==> src/rtl/pipe_pkg.sv <==
// Shared types for the flow-controlled pipeline stage register.
// Field widths describe the ID/EX bundle, the widest inter-stage payload.
package pipe_pkg;

    localparam int CTRL_W = 10;
    localparam int IMM_W  = 32;
    localparam int ADDR_W = 15;
    localparam int DATA_W = 64;

    typedef enum logic [1:0] {
        ST_EMPTY,
        ST_ONE,
        ST_TWO
    } skid_state_t;

    typedef struct packed {
        logic [CTRL_W-1:0] ctrl;
        logic [IMM_W-1:0]  imm;
        logic [ADDR_W-1:0] addr;
        logic [DATA_W-1:0] data;
    } id_ex_payload_t;

endpackage

==> src/rtl/pipe_skid_buf.sv <==
// Two-entry skid storage: main feeds downstream, skid catches the
// payload accepted while downstream stalls.
module pipe_skid_buf
    import pipe_pkg::*;
#(
    parameter int PAYLOAD_W      = 121,
    parameter int CLEAR_ON_FLUSH = 1
) (
    input  logic                 clk,
    input  logic                 reset,
    input  logic                 flush,
    input  logic                 accept,
    input  logic                 drain,
    input  logic [PAYLOAD_W-1:0] in_payload,
    output logic [PAYLOAD_W-1:0] out_payload,
    output logic                 out_valid,
    output logic [1:0]           occupancy,
    output logic                 room
);

    skid_state_t          state;
    skid_state_t          state_nxt;
    logic [PAYLOAD_W-1:0] main_q;
    logic [PAYLOAD_W-1:0] skid_q;
    logic                 main_ld;
    logic                 skid_ld;
    logic                 main_from_skid;

    always_ff @(posedge clk or posedge reset) begin
        if (reset) begin
            state <= ST_EMPTY;
        end else begin
            state <= state_nxt;
        end
    end

    always_comb begin
        state_nxt      = state;
        main_ld        = 1'b0;
        skid_ld        = 1'b0;
        main_from_skid = 1'b0;
        if (flush) begin
            state_nxt = ST_EMPTY;
        end else begin
            unique case (state)
                ST_EMPTY: begin
                    if (accept) begin
                        state_nxt = ST_ONE;
                        main_ld   = 1'b1;
                    end
                end
                ST_ONE: begin
                    if (accept && drain) begin
                        main_ld = 1'b1;
                    end else if (accept) begin
                        state_nxt = ST_TWO;
                        skid_ld   = 1'b1;
                    end else if (drain) begin
                        state_nxt = ST_EMPTY;
                    end
                end
                ST_TWO: begin
                    if (drain) begin
                        state_nxt      = ST_ONE;
                        main_from_skid = 1'b1;
                    end
                end
                default: state_nxt = ST_EMPTY;
            endcase
        end
    end

    always_ff @(posedge clk or posedge reset) begin
        if (reset) begin
            main_q <= '0;
            skid_q <= '0;
        end else if (flush) begin
            if (CLEAR_ON_FLUSH != 0) begin
                main_q <= '0;
                skid_q <= '0;
            end
        end else begin
            if (main_ld) begin
                main_q <= in_payload;
            end else if (main_from_skid) begin
                main_q <= skid_q;
            end
            if (skid_ld) begin
                skid_q <= in_payload;
            end
        end
    end

    assign out_payload = main_q;
    assign out_valid   = (state != ST_EMPTY);
    assign room        = (state != ST_TWO);

    always_comb begin
        occupancy = 2'd0;
        unique case (state)
            ST_ONE:  occupancy = 2'd1;
            ST_TWO:  occupancy = 2'd2;
            default: occupancy = 2'd0;
        endcase
    end

endmodule

==> src/rtl/pipe_stage_reg.sv <==
// Flow-controlled pipeline register with bubble, flush, optional skid
// buffer and a saturating stall-cycle counter.
module pipe_stage_reg
    import pipe_pkg::*;
#(
    parameter int PAYLOAD_W      = $bits(id_ex_payload_t),
    parameter int SKID           = 1,
    parameter int CLEAR_ON_FLUSH = 1,
    parameter int STALL_CNT_W    = 16
) (
    input  logic                   clk,
    input  logic                   reset,
    input  logic                   flush,
    input  logic                   bubble,
    input  logic                   in_valid,
    output logic                   in_ready,
    input  logic [PAYLOAD_W-1:0]   in_payload,
    output logic                   out_valid,
    input  logic                   out_ready,
    output logic [PAYLOAD_W-1:0]   out_payload,
    output logic [1:0]             occupancy,
    output logic [STALL_CNT_W-1:0] stall_count
);

    localparam logic [STALL_CNT_W-1:0] CNT_ONE = STALL_CNT_W'(1);

    logic accept;
    logic drain;
    logic room;

    assign in_ready = room & ~bubble & ~flush;
    assign accept   = in_valid & in_ready;
    assign drain    = out_valid & out_ready;

    generate
        if (SKID != 0) begin : g_skid
            pipe_skid_buf #(
                .PAYLOAD_W      (PAYLOAD_W),
                .CLEAR_ON_FLUSH (CLEAR_ON_FLUSH)
            ) u_skid (
                .clk         (clk),
                .reset       (reset),
                .flush       (flush),
                .accept      (accept),
                .drain       (drain),
                .in_payload  (in_payload),
                .out_payload (out_payload),
                .out_valid   (out_valid),
                .occupancy   (occupancy),
                .room        (room)
            );
        end else begin : g_reg
            logic                 valid_q;
            logic [PAYLOAD_W-1:0] main_q;

            always_ff @(posedge clk or posedge reset) begin
                if (reset) begin
                    valid_q <= 1'b0;
                    main_q  <= '0;
                end else if (flush) begin
                    valid_q <= 1'b0;
                    if (CLEAR_ON_FLUSH != 0) begin
                        main_q <= '0;
                    end
                end else if (accept) begin
                    valid_q <= 1'b1;
                    main_q  <= in_payload;
                end else if (drain) begin
                    valid_q <= 1'b0;
                end
            end

            // Room depends on out_ready: a combinational ready path.
            assign room        = ~valid_q | out_ready;
            assign out_valid   = valid_q;
            assign out_payload = main_q;
            assign occupancy   = {1'b0, valid_q};
        end
    endgenerate

    always_ff @(posedge clk or posedge reset) begin
        if (reset) begin
            stall_count <= '0;
        end else if (out_valid && !out_ready && (stall_count != '1)) begin
            stall_count <= stall_count + CNT_ONE;
        end
    end

endmodule

==> config.mk <==
export PLATFORM = sky130hd
export DESIGN_NAME = pipe_stage_reg
export DESIGN_NICKNAME = d
export VERILOG_FILES = /design/src/rtl/pipe_pkg.sv /design/src/rtl/pipe_skid_buf.sv /design/src/rtl/pipe_stage_reg.sv
export SDC_FILE = /design/constraint.sdc
export NUM_CORES = 1
export LEC_CHECK = 0
export CORE_ASPECT_RATIO = 1.75
export CORE_MARGIN = 2
export CORE_UTILIZATION = 35
export DETAILED_ROUTE_END_ITERATION = 16
export SYNTH_ARGS = -nofsm -noshare
export SYNTH_HDL_FRONTEND = slang
export SYNTH_HIERARCHICAL = 1
export SYNTH_SLANG_ARGS = --single-unit
export TNS_END_PERCENT = 10
==> constraint.sdc <==
create_clock -name clk -period 7.7 [get_ports clk]
set_input_delay 1.155 -clock clk [delete_from_list [all_inputs] [get_ports clk]]
set_output_delay 1.155 -clock clk [all_outputs]
set_load 0.02 [all_outputs]
==> results.txt <==
----------------------------------------------------
[Status]
  Status ... finished, final reports clean

[Synthesis]
  Cell type contributing the most total cell area after synthesis ... sky130_fd_sc_hd__dfrtp_1
  Top cells by area, synth ... sky130_fd_sc_hd__dfrtp_1 (60%), sky130_fd_sc_hd__mux2i_1 (11%), sky130_fd_sc_hd__a22o_1 (9.8%)
  Top cell type's share of synthesized area ... 0.604
  Register bit count reported by yosys ... 260
  Adder-cell area share of the yosys netlist ... 0.00116
  Compound-cell area share of the yosys netlist ... 0.159
  Part of the Yosys area used for sequential elements ... 0.604
  Xor-xnor portion of the synthesized cell area ... 0.0114
  Yosys synthesis warning count ... 6
  Synthesized area divided by synthesized cell count ... 12.1 um2
  Share of synthesized area spent on multiplexers ... 0.117
  Net count after synthesis ... 1019
  Count of different cell masters after synthesis ... 34
  Post-synth design cell area ... 0.0108 mm2
  Number of standard cells after synthesis ... 891
  Dominant combinational cell family by area after synthesis ... compound AO/OA/AOI/OAI gates
  Simple-gate share of the synthesized area ... 0.0667

[Detailed routing]
  Vias after detailed routing ... 7959
  Detailed-route DRC error count ... 0
  Final wirelength ... 30800 um
  Wirelength per Cell ... 20.0 um
  Detail-routed via count per cell ... 5.16
  Number of detailed-routing iterations run before antenna repair ... 4
  Final antenna-violating net count ... 0
  Number of DRC violations after detailed-routing iteration 0 ... 435

[Cells and area]
  Top library cells by usage in the layout, fill and taps aside ... sky130_fd_sc_hd__clkdlybuf4s50_1 (267), sky130_fd_sc_hd__dfrtp_1 (260), sky130_fd_sc_hd__nand2_1 (130)
  Final design utilization ... 0.477
  Final net count ... 1258
  Post-route insts no fill ... 1541
  Most frequent standard cell in the layout excluding fill and tap cells ... sky130_fd_sc_hd__clkdlybuf4s50_1
  Signed area change from the synthesized netlist to the final layout ... 35.1%
  Area of all placed cells without fillers ... 0.0145 mm2
  Fraction of final layout cells sized beyond drive strength 1 ... 0.0566

[Power]
  Total chip power ... 3.00 mW
  Power per cell area ... 206 mW/mm2
  Leakage power of the design ... 6.09 nW
  Peak ir drop on the vdd network ... 191 uV

[Critical path]
  Slowest stage delay, CP ... 0.76 ns
  Setup crit start kind ... input pin
  Crit end category ... flip-flop
  Cell breakdown of the critical path ... clkdlybuf4s50_1, nor3b_1, and2_1, and2b_1, a221oi_4, or2_4, buf_4, o21ai_0
  Startpoint of the lowest-slack register-to-register path ... g_skid.u_skid/state[0]
  CP max FO ... 77
  Cell with the largest stage delay on the worst path ... sky130_fd_sc_hd__clkdlybuf4s50_1
  Launching instance or port of the critical path ... flush
  Worst EP required ... 8.10 ns
  Crit path arrival time ... 4.49 ns
  Crit Path Category ... input pin to flip-flop

[STA]
  Top achievable clock speed ... 244 MHz
  Post-Route Hold Slack ... 0.482 ns
  Total negative slack for setup checks ... 0 ns
  RSZ-0062 raised after global routing ... false
  Final worst slack ... 3.61 ns
  Number of pins exceeding their max-slew limit in the final report ... 0
  Part of the cycle the worst path needs ... 0.531
  Setup Viol. Count Final ... 0
  Slew at the pin closest to its max-slew limit ... 1.24 ns
  Headroom to the max-slew limit ... 0.175
  Final hold vios ... 0
  Post-layout minimum cycle time ... 4.09 ns
  Worst clock skew ... 0.0145 ns

[CTS]
  Number of buffers inserted during clock tree synthesis ... 26
  Quantity of gates resized following cts ... 0
  Hold-fix buffers, CTS ... 0
  Reg clk slew, reported paths ... 0.06 ns
  Source-to-sink clock delay at the later pin of the worst-skew pair ... 0.54 ns
  TritonCTS clock tree ... done
  Post-CTS repair timing setup buffer count ... 0
  Clk buf depth ... 3
  CTS Root Cell ... sky130_fd_sc_hd__clkbuf_16
  Number of levels in the clock H-tree ... 1
  Clock sinks ... 260

[Global route]
  Total global routing track utilization ... 0.190
  Wire length of the first global-routing pass ... 47700 um
  Largest net degree at the start of global routing ... 132
  Total congestion overflow after global routing ... 0
  Number of antenna violations at the first check in global routing ... 3
  Via count of the first global-routing pass ... 8260

[Die]
  Die height ... 236 um
  Initial cell density of the core ... 0.353
  Number of ports placed on the die boundary ... 268
  Horizontal extent of the die ... 137 um
  Number of rows created at floorplan ... 85
  Area inside the core boundary ... 0.0305 mm2
  Overall die area ... 0.0322 mm2

[Hold path]
  Hold wc startpoint ... g_skid.u_skid/out_payload[35]
  Min-delay worst type ... flip-flop to flip-flop

[Placement]
  Final GP Congestion ... 0.768
  Setup slack at placement ... 3.01 ns
  Count of placed standard cells including taps ... 1493
  Buffers on Ports ... 267
  Final HPWL DP ... 19600 um
  Area after DPL ... 0.0137 mm2

[Run]
  Number of max-cap violations ... 0

----------------------------------------------------
## sequential cells by signal (all words and copies together) (netlist names)
| signal | count |
|---|---|
| g_skid.u_skid/out_payload | 121 |
| g_skid.u_skid/skid_q | 121 |
| stall_count | 16 |
| g_skid.u_skid/state | 2 |
## routing by layer
metal	track usage	routed length [um]	vias up
li1	-	-	3661
met1	0.226	12100	3990
met2	0.330	15900	239
met3	0.0303	1540	67
met4	0.0893	1270	2
met5	0	11	-
## synthesized netlist by cell type
| library cell | instances |
|---|---|
| sky130_fd_sc_hd__nand2_1 | 130 |
| sky130_fd_sc_hd__a221oi_2 | 1 |
| sky130_fd_sc_hd__o41ai_2 | 1 |
| sky130_fd_sc_hd__nand4b_1 | 1 |
| sky130_fd_sc_hd__xor2_1 | 13 |
| sky130_fd_sc_hd__a22o_1 | 121 |
| sky130_fd_sc_hd__clkbuf_2 | 3 |
| sky130_fd_sc_hd__ha_1 | 1 |
| sky130_fd_sc_hd__buf_2 | 21 |
| sky130_fd_sc_hd__buf_4 | 13 |
| sky130_fd_sc_hd__and2_1 | 2 |
| sky130_fd_sc_hd__clkbuf_1 | 17 |
| sky130_fd_sc_hd__o2bb2a_1 | 1 |
| sky130_fd_sc_hd__a21oi_1 | 2 |
| sky130_fd_sc_hd__mux2_2 | 2 |
| sky130_fd_sc_hd__buf_1 | 2 |
| sky130_fd_sc_hd__nor3_1 | 8 |
| sky130_fd_sc_hd__and2b_1 | 1 |
| sky130_fd_sc_hd__xnor2_1 | 1 |
| sky130_fd_sc_hd__or2_2 | 2 |
| sky130_fd_sc_hd__nand4_1 | 5 |
| sky130_fd_sc_hd__o21ai_1 | 91 |
| sky130_fd_sc_hd__mux2_4 | 1 |
| sky130_fd_sc_hd__buf_6 | 11 |
| sky130_fd_sc_hd__nor3b_1 | 2 |
| sky130_fd_sc_hd__nor2b_1 | 2 |
| sky130_fd_sc_hd__and4_2 | 1 |
| sky130_fd_sc_hd__and3_1 | 3 |
| sky130_fd_sc_hd__o21ai_0 | 30 |
| sky130_fd_sc_hd__nand3_1 | 4 |
| sky130_fd_sc_hd__dfrtp_1 | 260 |
| sky130_fd_sc_hd__inv_1 | 5 |
| sky130_fd_sc_hd__nor2_1 | 11 |
| sky130_fd_sc_hd__mux2i_1 | 122 |
## final cells by class
| type | count | area (um2) |
|---|---|---|
| multi-input combinational | 559 | 3870 |
| antenna | 2 | 5.00 |
| clock buffer | 37 | 773 |
| sequential | 260 | 6510 |
| clock inverter | 9 | 103 |
| tap | 391 | 489 |
| inverter | 5 | 22.5 |
| fill | 2835 | 16000 |
| timing repair buffer | 278 | 2780 |
## path summary, 6_finish.rpt
kind                            slack [ns]  depth (start not counted)                             to
worst min register to register        0.48                          2  g_skid.u_skid/out_payload[35]
worst min-delay path                  0.48                          2  g_skid.u_skid/out_payload[35]
min in group asynchronous             0.97                          2  g_skid.u_skid/out_payload[44]
worst max register to register        4.31                          9  g_skid.u_skid/out_payload[94]
max in group asynchronous             5.10                          4        g_skid.u_skid/skid_q[2]
worst max-delay path                  3.61                          8  g_skid.u_skid/out_payload[94]
## power breakdown
group / switching [mW] / leakage, nW / internal (mW)
Combinational: 0.156 / 2.05 / 0.125
Clock: 0.538 / 0.425 / 0.764
Sequential: 0.0233 / 3.62 / 1.39
Total: 0.718 / 6.09 / 2.28
## kinds of logic after synthesis
kind of cell,Yosys count
multiplexers,125
adder cells (fa/ha/maj),1
AO/OA/AOI/OAI,247
flip-flops,260
XOR/XNOR,14
buffers and inverters,72
AND/OR/NAND/NOR,172
## worst max-delay path: cells and delay by family
kind,cells,cell delay (ns)
AOI/OAI and AO/OA,2,0.49
and+or+nand+nor,4,1.36
buffers and inverters,2,1.34
No activity file was read; power rests on OpenSTA's default activity.
